==> src/rtl/trig_seq_ctrl_if.sv <==
// Trigger/time-base link: the controller drives trigger and receives the
// time base's sync/enable/time-index stream.
interface trig_seq_ctrl_if #(
  parameter int B = 8
);
  logic         trigger;
  logic         sync_in;
  logic         en_in;
  logic [B-1:0] t_in;

  modport master (output trigger, input sync_in, en_in, t_in);
  modport slave  (input trigger, output sync_in, en_in, t_in);
endinterface

==> src/rtl/trig_seq_ctrl.sv <==
// Trigger sequencer: issues REPS runs into a time base with re-arm and idle gaps.
// Optional t_in stream checker built when TRIG_SEQ_CHECK_EN is defined.
module trig_seq_ctrl #(
  parameter int B  = 8,
  parameter int NR = 16,
  parameter int NW = 16
) (
  input  logic                   clk,
  input  logic                   rstn,
  input  logic                   start,
  input  logic                   stop,
  trig_seq_ctrl_if.master        tbase,
  input  logic [NR-1:0]          REPS_REG,
  input  logic [NW-1:0]          IDLE_REG,
  input  logic [NW-1:0]          TOUT_REG,
  output logic                   busy,
  output logic                   done,
  output logic [NR-1:0]          rep_cnt,
  output logic                   tout_err,
  output logic                   seq_err
);

  typedef enum logic [2:0] {
    IDLE_ST, TRIG_ST, RUN_ST, REL_ST, GAP_ST, ABORT_ST, DONE_ST
  } state_t;

  state_t        state;
  logic [NR-1:0] reps_q;
  logic [NW-1:0] idle_q;
  logic [NW-1:0] tout_q;
  logic [NW-1:0] wait_cnt;
  logic [NW-1:0] gap_cnt;
  logic          en_d;
  logic          trigger_q;
  logic          start_ok;
  logic [NR-1:0] rep_inc;

  assign start_ok = (state == IDLE_ST) && start && !stop;
  assign rep_inc  = (rep_cnt == '1) ? rep_cnt : rep_cnt + 1'b1;

  // NOTE: trigger comes straight from a flop so the time base never sees a
  // combinational glitch, and the async reset clears it immediately.
  assign tbase.trigger = trigger_q;

  // NOTE: all state here uses non-blocking assignments so every branch reads
  // the values from before this edge regardless of statement order.
  always_ff @(posedge clk or negedge rstn) begin
    if (!rstn) begin
      state     <= IDLE_ST;
      reps_q    <= '0;
      idle_q    <= '0;
      tout_q    <= '0;
      wait_cnt  <= '0;
      gap_cnt   <= '0;
      en_d      <= 1'b0;
      trigger_q <= 1'b0;
      busy      <= 1'b0;
      done      <= 1'b0;
      rep_cnt   <= '0;
      tout_err  <= 1'b0;
    end else begin
      en_d <= tbase.en_in;
      done <= 1'b0;
      // stop overrides everything once a sequence is in flight
      if (stop && state != IDLE_ST && state != DONE_ST) begin
        state     <= ABORT_ST;
        trigger_q <= 1'b0;
      end else begin
        unique case (state)
          IDLE_ST: if (start_ok) begin
            reps_q   <= REPS_REG;
            idle_q   <= IDLE_REG;
            tout_q   <= TOUT_REG;
            rep_cnt  <= '0;
            tout_err <= 1'b0;
            busy     <= 1'b1;
            wait_cnt <= '0;
            if (REPS_REG == '0) begin
              state <= DONE_ST;
            end else begin
              state     <= TRIG_ST;
              trigger_q <= 1'b1;
            end
          end
          TRIG_ST: begin
            if (tbase.sync_in) begin
              state <= RUN_ST;
            end else if (tout_q != '0) begin
              if (wait_cnt + 1'b1 == tout_q) begin
                tout_err  <= 1'b1;
                trigger_q <= 1'b0;
                state     <= ABORT_ST;
              end else begin
                wait_cnt <= wait_cnt + 1'b1;
              end
            end
          end
          RUN_ST: if (en_d && !tbase.en_in) begin
            rep_cnt   <= rep_inc;
            trigger_q <= 1'b0;
            state     <= REL_ST;
          end
          REL_ST: begin
            if (rep_cnt == reps_q) begin
              state <= DONE_ST;
            end else if (idle_q == '0) begin
              state     <= TRIG_ST;
              trigger_q <= 1'b1;
              wait_cnt  <= '0;
            end else begin
              state   <= GAP_ST;
              gap_cnt <= '0;
            end
          end
          GAP_ST: begin
            if (gap_cnt == idle_q - 1'b1) begin
              state     <= TRIG_ST;
              trigger_q <= 1'b1;
              wait_cnt  <= '0;
            end else begin
              gap_cnt <= gap_cnt + 1'b1;
            end
          end
          ABORT_ST: if (!tbase.en_in) begin
            state <= IDLE_ST;
            busy  <= 1'b0;
          end
          DONE_ST: begin
            done  <= 1'b1;
            busy  <= 1'b0;
            state <= IDLE_ST;
          end
          default: state <= IDLE_ST;
        endcase
      end
    end
  end

`ifdef TRIG_SEQ_CHECK_EN
  localparam logic [B-1:0] CNT_MAX = {1'b0, {(B-1){1'b1}}};

  logic [B-1:0] t_prev;
  logic         t_seen;
  logic         seq_err_q;

  // The time index must start at 0, advance by at most one per cycle and
  // end on CNT_MAX when enable falls.
  always_ff @(posedge clk or negedge rstn) begin
    if (!rstn) begin
      t_prev    <= '0;
      t_seen    <= 1'b0;
      seq_err_q <= 1'b0;
    end else if (start_ok) begin
      t_seen    <= 1'b0;
      seq_err_q <= 1'b0;
    end else if (state == RUN_ST && !stop) begin
      if (tbase.en_in) begin
        t_seen <= 1'b1;
        t_prev <= tbase.t_in;
        if (!t_seen ? (tbase.t_in != '0)
                    : (tbase.t_in != t_prev && tbase.t_in != t_prev + 1'b1))
          seq_err_q <= 1'b1;
      end else if (en_d) begin
        t_seen <= 1'b0;
        if (t_prev != CNT_MAX) seq_err_q <= 1'b1;
      end
    end
  end

  assign seq_err = seq_err_q;
`else
  logic [B-1:0] unused_t_in;
  assign unused_t_in = tbase.t_in;
  assign seq_err     = 1'b0;
`endif

endmodule

==> src/flat_wrapper.sv <==
// flat-port wrapper written by rule: the top's interface ports become plain ports
module trig_seq_ctrl_flat 
#(
  parameter int B  = 8,
  parameter int NR = 16,
  parameter int NW = 16
)
  (clk, rstn, start, stop, REPS_REG, IDLE_REG, TOUT_REG, busy, done, rep_cnt, tout_err, seq_err, tbase_trigger, tbase_sync_in, tbase_en_in, tbase_t_in);
  trig_seq_ctrl_if #(.B(B)) tbase_i ();
  input  logic clk;
  input  logic rstn;
  input  logic start;
  input  logic stop;
  input  logic [NR-1:0] REPS_REG;
  input  logic [NW-1:0] IDLE_REG;
  input  logic [NW-1:0] TOUT_REG;
  output logic busy;
  output logic done;
  output logic [NR-1:0] rep_cnt;
  output logic tout_err;
  output logic seq_err;
  output wire logic [$bits(tbase_i.trigger)-1:0] tbase_trigger;
  input wire logic [$bits(tbase_i.sync_in)-1:0] tbase_sync_in;
  input wire logic [$bits(tbase_i.en_in)-1:0] tbase_en_in;
  input wire logic [$bits(tbase_i.t_in)-1:0] tbase_t_in;
  assign tbase_trigger = tbase_i.trigger;
  assign tbase_i.sync_in = tbase_sync_in;
  assign tbase_i.en_in = tbase_en_in;
  assign tbase_i.t_in = tbase_t_in;
  trig_seq_ctrl #(.B(B), .NR(NR), .NW(NW)) u_core (.clk(clk), .rstn(rstn), .start(start), .stop(stop), .tbase(tbase_i), .REPS_REG(REPS_REG), .IDLE_REG(IDLE_REG), .TOUT_REG(TOUT_REG), .busy(busy), .done(done), .rep_cnt(rep_cnt), .tout_err(tout_err), .seq_err(seq_err));
endmodule
==> config.mk <==
export PLATFORM = sky130hd
export DESIGN_NAME = trig_seq_ctrl_flat
export DESIGN_NICKNAME = d
export VERILOG_FILES = /design/src/rtl/trig_seq_ctrl_if.sv /design/src/rtl/trig_seq_ctrl.sv /design/src/flat_wrapper.sv
export SDC_FILE = /design/constraint.sdc
export NUM_CORES = 1
export LEC_CHECK = 0
export BUFFER_PORTS_ARGS = -buffer_cell sky130_fd_sc_hd__buf_2
export CORE_MARGIN = 4
export CORE_UTILIZATION = 55
export CTS_BUF_LIST = sky130_fd_sc_hd__clkbuf_16
export DETAILED_ROUTE_END_ITERATION = 8
export HOLD_SLACK_MARGIN = 0.02
export PLACE_DENSITY = 0.8
export SLEW_MARGIN = 20
export SYNTH_ARGS = -nofsm -noshare
export SYNTH_HDL_FRONTEND = slang
export SYNTH_SLANG_ARGS = --single-unit
==> constraint.sdc <==
create_clock -name clk -period 3.2 [get_ports clk]
set_clock_uncertainty 0.1 [all_clocks]
set_input_delay 0.16 -clock clk [delete_from_list [all_inputs] [get_ports clk]]
set_output_delay 0.16 -clock clk [all_outputs]
set_load 0.01 [all_outputs]
==> flow_summary.toml <==
[grt]
grt_pass1_wl_um = 29580
grt_pass1_vias = 5999
grt.total_usage = 0.2744
grt.overflow.total = 0
grt_start_max_net_pins = 61
antenna_found_initial = 0

[power_and_ir_drop]
power_mw = 5.967
ir_drop_v = 0.0004867
leakage_nw = 3.580
power_density_nw_per_um2 = 745.9

[floorplanning]
fp.dieW_um = 116.7
pin_count = 83
die_h_um = 116.7
start_util = 0.5645
rows = 39
dieArea_sq_um = 13620
core_sq_um = 11520

[clock_network]
clkTransAtPathRegs_ps = 80
cts_max_path_buffers = 2
clock_latency_ps = 360
cts_root_buf = "clkbuf_16"
tritoncts = "built"
numClockSinks = 104
h-tree-depth = 3
numCtsBuffers = 9

[synth]
ys_ff_latch = 104
synthArstFlopShare = 1.000
ys_warn_count = 0
synthesis.nets = 838
ys.flop_type = "dfrtp_1"
ys_types = 75
synth_top_family_by_area = "simple AND/OR/NAND/NOR gates"
synth_mux_area_frac = 0.006543
yosys.area_share.xor_xnor = 0.1070
yosysSeqAreaShare = 0.4003
yosys.area.top_type = "dfrtp_1"
synthTopCellsByArea = "dfrtp_1, nand2_1, xnor2_1, xor2_1, o21ai_0"
yosys.area_share.simple = 0.2704
syn_area_per_cell_sq_um = 8.421
yosys.area.top_type_share = 0.4003
syn-cell-area_sq_um = 6501
synth_edf_count = 0
synth_compound_area_frac = 0.1607
synthAdderAreaFrac = 0.007698
postSynthCellCount = 772

[sta]
fin_crit_sh = 0.9623
fin_hold_ws_ps = 76.28
relSlewSlack = 0.5083
finalMaxSlewViolations = 0
fmaxAchievable_ghz = 0.3247
finalSetupTns_ps = 0
finalSetupViolations = 0
worstMarginPinSlew_ps = 731.9
period_minus_slack_ps = 3079
hold_violations = 0
finalWorstSetupSlack_ps = 120.7

[detailed_routing]
vias = 6256
viasPerCell = 5.975
drt-initial-drc-count = 648
finalWirelength_um = 17990
drtPass1Iterations = 5
ant_nets = 0
drc = 0
drt-wirelength-per-cell_um = 17.18

[finish]
fin_area_sq_um = 8000
syn_to_final_growth_pct = 23.06
final_common_cell = "nand2_1"
fin_nets = 965
final_cell_mix = "nand2_1, dfrtp_1, buf_2"
layout-drive-gt1-share = 0.1726
layout.cells.non_filler = 1047
final_util = 0.6947
antenna_cells_inserted = 0

[placement]
place_ws_ps = 127.1
placed_cell_area_sq_um = 7128
io_buffers = 73
place_inst = 980
place_congestion = 0.9305
dp_hpwl_um = 12120

[worst_setup_path]
crit_type = "reg -> reg"
critPathBufInv = 0
startpoint_type = "flop"
r2r_cells = 9
critPathArrivalTime_ps = 3210
r2r_start = "u_core.idle_q[7]"
cp_data_required_time_ps = 3330
cpPeakStageDelay_ps = 570
end_kind = "flop"
critPathTopFamily = "compound AO/OA/AOI/OAI gates"
reg2reg_slack_ps = 120
cpMaxStageDelayCell = "or4_4"
crit-reg2reg-capture = "u_core.gap_cnt[11]"
path_cells = "or4_4 > nor4b_4 > a211oi_1 > a311o_1 > o2111ai_2 > nor2_8 > a21o_2 > o311ai_1 > o41ai_1"
cp_max_fo = 10

[run]
maxCapViolations = 0

[hold_path]
holdPathEnd = "u_core.state[1]"
worstHoldPathCells = 2
worstHoldStart = "stop"
hold_class = "in -> reg"

[outcome]
status = "completed"
-- power by group --
part	switching, mW	leakage, nW	internal [mW]
registers	0.550	1.36	1.71
logic	1.38	2.07	1.14
clock network	0.556	0.159	0.635
total	2.49	3.58	3.48
-- cells in the mapped netlist (5+ instances only) --
cell type and count:
nand2_1 179, dfrtp_1 104, nor2_1 48, xnor2_1 47, o21ai_0 43, nand3_1 31, xor2_1 27, clkbuf_1 26
a21oi_1 25, inv_1 23, nor4_1 21, nand4_1 20, nor3_1 19, o31ai_1 10, and3_1 9, o211ai_1 8
a31oi_1 6, o21a_1 6, a211oi_1 5, a41oi_1 5, buf_2 5, o41ai_1 5
-- layer usage --
layer / GRT usage / vias up / part of all wire
met5: 0 / - / 0
met4: 0.07722 / 0 / 0.021
met3: 0.05544 / 38 / 0.064
met2: 0.4391 / 278 / 0.48
met1: 0.3807 / 2974 / 0.44
li1: - / 2966 / -
-- sequential cells by signal, indices dropped and copies added, names as in the netlist, 3 cells and up --
| signal | flops |
|---|---|
| u_core.rep_cnt | 16 |
| u_core.wait_cnt | 16 |
| u_core.reps_q | 16 |
| u_core.gap_cnt | 16 |
| u_core.tout_q | 16 |
| u_core.state | 3 |
| u_core.idle_q | 16 |
-- timing repair --
action                                 CTS  global route
setup buffers                            0             1
hold buffers                            50             0
setup endpoints to repair                0            16
endpoints found under the hold margin   98             0
gates resized for setup                  0             8
-- how the worst max path moves through the flow --
stage,startpoint,endpoint,slack (ps),depth (start not counted)
after global routing,u_core.wait_cnt[2],u_core.tbase.trigger,-60,10
after CTS,u_core.idle_q[1],u_core.wait_cnt[2],100,11
after global placement,u_core.idle_q[1],u_core.wait_cnt[12],220,11
final,u_core.idle_q[7],u_core.gap_cnt[11],120,9
after detailed placement,u_core.idle_q[1],u_core.wait_cnt[15],130,11
after floorplan,u_core.idle_q[6],u_core.gap_cnt[11],360,10
-- worst reg2reg max path: stages (launching register included) --
cell and delay (ps):
dfrtp_1 430, or4_4 580, nor4b_4 370, a211oi_1 140, a311o_1 360, o2111ai_2 200
nor2_8 130, a21o_2 270, o311ai_1 270, o41ai_1 120
-- area by class of cell --
cell class | instances | area (sq um)
Clock buffer | 9 | 225.2
Clock inverter | 7 | 98.84
Inverter | 24 | 90.09
Timing Repair Buffer | 159 | 1164
Tap cell | 143 | 178.9
Fill cell | 874 | 3516
Sequential cell | 104 | 2604
Multi-Input combinational cell | 601 | 3640
-- cells by family after synthesis --
kind of cell / after synthesis
and+or+nand+nor: 366
AOI/OAI and AO/OA: 150
DFF: 104
xor gates and xnor gates: 76
buffers and inverters: 67
adders and majority gates: 4
muxes: 4
other: 1
Note: power is estimated with default switching activity, not from simulation.
